===== src/rtl/hazard_light_seq.sv =====
// rtl/hazard_light_seq.sv - N-lamp hazard-light sequencer with prescaled calm/scan/flash patterns
module hazard_light_seq #(
    parameter int N_LEDS    = 3,
    parameter int DIV_WIDTH = 24
) (
    input  logic                 clk,
    input  logic                 reset,
    input  logic [1:0]           mode,
    input  logic [DIV_WIDTH-1:0] rate,
    input  logic                 hold,
    output logic [N_LEDS-1:0]    leds,
    output logic                 step
);

    typedef enum logic [1:0] {
        CALM      = 2'b00,
        SCAN_UP   = 2'b01,
        SCAN_DOWN = 2'b10,
        FLASH     = 2'b11
    } mode_t;

    function automatic logic [N_LEDS-1:0] even_mask();
        logic [N_LEDS-1:0] v;
        v = '0;
        for (int i = 0; i < N_LEDS; i += 2) begin
            v[i] = 1'b1;
        end
        return v;
    endfunction

    localparam logic [N_LEDS-1:0] EVEN = even_mask();
    localparam logic [N_LEDS-1:0] ODD  = ~EVEN;
    localparam logic [N_LEDS-1:0] ONE  = {{(N_LEDS-1){1'b0}}, 1'b1};
    localparam logic [N_LEDS-1:0] MSB  = {1'b1, {(N_LEDS-1){1'b0}}};
    localparam logic [N_LEDS-1:0] ALL  = '1;
    localparam logic [DIV_WIDTH-1:0] CNT_ONE = {{(DIV_WIDTH-1){1'b0}}, 1'b1};

    function automatic logic [N_LEDS-1:0] init_pat(input mode_t m);
        case (m)
            CALM:      return EVEN;
            SCAN_UP:   return ONE;
            SCAN_DOWN: return MSB;
            default:   return ALL;
        endcase
    endfunction

    logic [DIV_WIDTH-1:0] cnt;
    mode_t                mode_q;
    mode_t                mode_in;
    logic [N_LEDS-1:0]    adv_pat;
    logic                 legal;
    logic                 onehot;

    assign mode_in = mode_t'(mode);

    // The >= compare lets a lowered rate fire at once instead of wrapping the counter.
    assign step = reset & ~hold & (cnt >= rate);

    assign onehot = (leds != '0) && ((leds & (leds - ONE)) == '0);

    always_comb begin
        adv_pat = leds;
        legal   = 1'b0;
        case (mode_q)
            CALM: begin
                legal   = (leds == EVEN) || (leds == ODD);
                adv_pat = (leds == EVEN) ? ODD : EVEN;
            end
            SCAN_UP: begin
                legal   = onehot;
                adv_pat = {leds[N_LEDS-2:0], leds[N_LEDS-1]};
            end
            SCAN_DOWN: begin
                legal   = onehot;
                adv_pat = {leds[0], leds[N_LEDS-1:1]};
            end
            default: begin
                legal   = (leds == ALL) || (leds == '0);
                adv_pat = (leds == ALL) ? '0 : ALL;
            end
        endcase
    end

    always_ff @(posedge clk) begin
        if (!reset) begin
            cnt    <= '0;
            mode_q <= CALM;
            leds   <= EVEN;
        end else if (step) begin
            cnt <= '0;
            if (mode_in != mode_q) begin
                mode_q <= mode_in;
                leds   <= init_pat(mode_in);
            end else if (!legal) begin
                leds <= init_pat(mode_q);
            end else begin
                leds <= adv_pat;
            end
        end else if (!hold) begin
            cnt <= cnt + CNT_ONE;
        end
    end

endmodule


===== config.mk =====
export PLATFORM = sky130hd
export DESIGN_NAME = hazard_light_seq
export DESIGN_NICKNAME = d
export VERILOG_FILES = /design/src/rtl/hazard_light_seq.sv
export SDC_FILE = /design/constraint.sdc
export NUM_CORES = 1
export LEC_CHECK = 0
export BUFFER_PORTS_ARGS = -buffer_cell sky130_fd_sc_hd__buf_2
export CAP_MARGIN = 10
export CELL_PAD_IN_SITES_DETAIL_PLACEMENT = 1
export CELL_PAD_IN_SITES_GLOBAL_PLACEMENT = 1
export CORE_UTILIZATION = 44
export CTS_BUF_LIST = sky130_fd_sc_hd__clkbuf_4
export DETAILED_ROUTE_END_ITERATION = 10
export PLACE_DENSITY_LB_ADDON = 0.1
export SLEW_MARGIN = 20
export SYNTH_ARGS = -nofsm -noshare
export SYNTH_HDL_FRONTEND = slang
export SYNTH_SLANG_ARGS = --single-unit

===== constraint.sdc =====
create_clock -name clk -period 2.71 [get_ports clk]
set_input_delay 0.271 -clock clk [delete_from_list [all_inputs] [get_ports clk]]
set_output_delay 0.271 -clock clk [all_outputs]
set_load 0.005 [all_outputs]

Yosys cells after proc, flatten, opt, wreduce, memory -nomap -nowiden
Index checks and enable logic that the tools add are counted.
W data, S select, Z words.
Word-level totals
  register bits after elaboration: 29
  bits of input ports: 29
  output and inout bits: 4
  word-level logic and storage cells: 38
Cells by class
  add/subtract/negate cells: 2
  $lt $le $gt $ge: 1
  eq/ne operators: 8
  mux-type cells: 8
  bitwise operators: 5
  reductions and logical operators: 11
Operator list (number)
  $pmux W3 S3: 3
  $add A24 B1 Y24 const B: 1
  $ge A24 B24 Y1: 1
  $mux W3: 4
  $eq A3 B3 Y1 const B: 2
  $logic_not A3 Y1: 2
  $eq A2 B1 Y1 const B: 2
  $eq A2 B2 Y1 const B: 2
  $logic_not A2 Y1: 2
  $reduce_or A2 Y1: 2
  $and A3 B3 Y3: 1
  $eq A3 B2 Y1 const B: 1
  $reduce_bool A3 Y1: 1
  $sub A3 B1 Y3 const B: 1
  $and A1 B1 Y1: 2
  $logic_or A1 B1 Y1: 2
  $ne A2 B2 Y1: 1
  $not A1 Y1: 2
  $pmux W1 S2: 1
  $reduce_and A2 Y1: 1
  $logic_and A1 B1 Y1: 1

Logic depth before layout (Yosys ltp)
  depth in word-level cells: 7
  gate-level depth with buffers: 11
  depth with buffers taken out: 9

Worst setup path before layout
OpenSTA, ideal clock, no wires.
  path kind: flip-flop to flip-flop
  start: register cnt[0]
  end: register cnt[14]
  library setup time: 0.064 ns
  arrival time: 2.084 ns
  data required time: 2.646 ns
  slack: 0.562 ns
  stages on the path, launching flop included: 12
  path buffers: 2
  clock period less this slack: 2.148 ns
  path through: dfxtp_1 inv_1 ha_1 nand2b_4 a211oi_2 nor3_1 o41ai_2 and4_1 buf_6 o21ai_4 buf_6 nor2_1
Between the ends
  longest elaborated chain between the ends: 3
  elaborated cells on any way between the ends: 4
  those cells by class: add/sub: 1; order compare: 1; bitwise: 1; reduce/logical: 1
RTL lines
  start, declared: RTL line 47  | logic [DIV_WIDTH-1:0] cnt;
  start signal, assigned: RTL line 100  | cnt <= cnt + CNT_ONE;
  $ge A24 B24 Y1: RTL line 57  | assign step = reset & ~hold & (cnt >= rate);
  $and A1 B1 Y1: RTL line 57
  $reduce_or A2 Y1 (no line)
Several ways; a longest one is shown, not always the timed one.
A chain may end at the register's enable or synchronous reset.

Worst setup path after layout
  start: register cnt[19]
  end: output port step
Between the ends
  longest elaborated chain between the ends: 2
RTL lines
  $ge A24 B24 Y1: RTL line 57
  $and A1 B1 Y1: RTL line 57
  end, declared: RTL line 12  | output logic step
No other way between the ends.

==> flow_summary.yaml <==
critical_path:
  cp.arrival_ns: 2.30
  rr_startpoint: "mode_q[0]"
  crit_fanout: 5
  start_kind: "register"
  crit_path_end_kind: "output pin"
  r2r-end: "leds[2]"
  crit_type: "reg2out"
  r2r_cells: 8
  cp_data_required_time_ns: 2.44
  reg2reg_slack_ns: 0.30
  worstSetupStartpoint: "cnt[19]"
placement:
  place_hpwl_mm: 4.416
  io_buffer_count: 32
  gp_congestion: 0.8273
  numPlacedInstances: 393
yosys:
  synthesis.area_sq_mm: 0.002307
  synth.area.top_cells: "dfxtp_1 25%, ha_1 16%, nor2_1 6.0%, inv_1 5.5%, nand2_1 4.7%"
  avgSynthCellArea_sq_um: 7.742
  yosys_warnings: 0
  seq_area_frac_synth_pct: 25.16
  synth-edff-count: 0
  synth-main-ff-cell: "dfxtp_1"
  synth_top_area_share_pct: 25.16
  netlist-cell-type-count: 48
  netlist_instances: 298
  synth-seq-cells: 29
  synth_nets: 356
  synthArstFlopShare_pct: 0
  synth_largest_area_cell: "dfxtp_1"
finish:
  multi_input_area_sq_mm: 0.001545
  diodes: 0
  final-seq-area_sq_um: 581.8
  finalNonFillerCells: 401
  fin_util_pct: 53.10
  finalNetCount: 391
  drive_above_1_share_pct: 16.77
  syn2layout_area_growth_pct: 12.31
  fill_cells: 629
grt:
  grt_max_degree: 16
  antenna_found_initial: 0
  grt_pass1_vias: 2052
  grtUsageTotal_pct: 21.42
  grt_pass1_wl_mm: 9.080
  overflow: 0
sta:
  tns_ns: 0
  max_freq_mhz: 389.4
  setup_viol: 0
  worst_slew_pin_slew_ns: 0.5389
  max_slew_margin_pct: 63.85
  fin_crit_sh_pct: 94.77
  worst_clock_skew_ns: 0.01085
  rsz0062_at_grt: "false"
  slew_violations: 0
  period_needed_ns: 2.568
  finalHoldViolCount: 0
floorplan:
  die_y_um: 74.42
  coreArea_sq_mm: 0.004880
  pin_count: 33
  die_x_um: 74.42
  die_area_sq_mm: 0.005538
  fp-row-count: 25
  start_util_pct: 47.28
routing:
  viasPerCell: 5.414
  antenna_left: 0
  wl_per_cell_um: 13.47
  first_pass_iters: 4
  drt-total-wl_mm: 5.403
  drcViolationCount: 0
  drtIter0Drc: 87
  vias: 2171
cts:
  ctsHoldBuffers: 0
  cts_root_buf: "clkbuf_4"
  cts_tree: "yes"
  clock_latency_ns: 0.33
  numCtsBuffers: 5
  clock_sinks: 29
  ctsHtreeMaxLevel: 2
  clkTransAtPathRegs_ns: 0.10
  clockBufferDepth: 2
job:
  maxCapViolCount: 0
outcome:
  status: "completed"
pwr:
  power_density_mw_per_mm2: 305.2
  p_leak_uw: 0.001131
  power.total_uw: 790.9
  ir_worst_vdd_v: 0.0002589
hold_path:
  worstHoldPathCells: 2
  hp-class: "in2reg"
  holdCritStartpoint: "reset"
  hold_path_end: "leds[2]"
## synth_stat cells (all sizes together), types with 3 or more instances
library cell  number
a21boi             3
a31oi              6
o21ai             11
nand2b             4
nand2             29
o41ai              3
nand4             12
xor2              11
inv               34
xnor2              8
dfxtp             29
clkbuf             3
and3               3
o211ai             3
buf                6
nor3               8
and4               3
nor2              38
a21oi             15
a211oi             3
nand3             14
ha                29
## cells by family (layout without fill, tap and decap cells)
logic type | count (synthesis) | in the layout | synth area share [%]
and+or+nand+nor | 122 | 122 | 26.63
xor gates and xnor gates | 19 | 19 | 7.213
buffers and inverters | 43 | 79 | 7.972
muxes | 2 | 2 | 0.8677
adders and majority gates | 29 | 29 | 15.73
DFF | 29 | 29 | 25.16
AOI/OAI and AO/OA | 54 | 54 | 16.43
## layer usage
metal / track usage, % / vias to the layer above / part of all wire [%] / wire length, um
met3: 2.846 / 6 / 2.2 / 119
met1: 28.43 / 1022 / 50 / 2685
met2: 35.84 / 30 / 47 / 2541
met5: 0 / - / 0 / 0
li1: - / 1113 / - / -
met4: 7.128 / 0 / 1.1 / 57
## layout make-up
type,count,area share [%]
clock inverter,2,0.3863
tap,67,3.235
inverter,34,4.925
clock buffer,6,1.738
sequential,29,22.45
multi-input combinational,226,59.63
timing repair buffer,37,7.629
## placed cells by master (no fill, tap or decap), drive strengths merged, types with 3 or more instances in the layout
master and n:
a211oi 3, a21boi 3, a21oi 15, a31oi 6, and3 3, and4 3
buf 37, clkbuf 6, dfxtp 29, ha 29, inv 34, nand2 29
nand2b 4, nand3 14, nand4 12, nor2 38, nor3 8, o211ai 3
o21ai 11, o41ai 3, xnor2 8, xor2 11
## report_power, final
group	total (uW)	internal, uW	switching, uW	leakage (uW)
Clock	270	109	161	0.0000354
Combinational	88.9	41.5	47.4	0.000862
Sequential	432	429	3.83	0.000234
Total	791	579	212	0.00113
## worst max-delay path, cell delays in order, from the launching register on
cell and delay [ns]:
dfxtp_1 0.37, ha_1 0.34, nand4_1 0.18, nor4_2 0.38, o41ai_2 0.16, and4_4 0.25, nor3_1 0.14, buf_2 0.14
## state kept, by name, indices dropped and copies added (netlist names)
signal and flops:
mode_q 2, cnt 24, leds 3
## metrics by stage
stage	hold WS, ns	worst slack (ns)	area (sq um)
global route	0.2284	0.0009504	2591
CTS	0.2195	0.06222	2591
detailed placement	0.5277	0.2645	2532
finish	0.2289	0.1416	2591
global placement	0.5099	0.4012	2532
floorplan	0.4182	0.5624	2307
## what timing repair did
action | CTS | global route
pin swaps | 0 | 1
buffers inserted | 0 | 0
setup endpoints to repair | 1 | 1
gates resized for setup | 3 | 0
## worst max path at each step
| stage | end | slack [ns] | cells after the start |
|---|---|---|---|
| finish | step | 0.14 | 7 |
| floorplan | cnt[14] | 0.56 | 11 |
| global route | step | 0.001 | 9 |
| detailed placement | cnt[3] | 0.26 | 10 |
| global placement | step | 0.40 | 9 |
| CTS | step | 0.06 | 9 |
No activity file was read; power rests on OpenSTA's default activity.
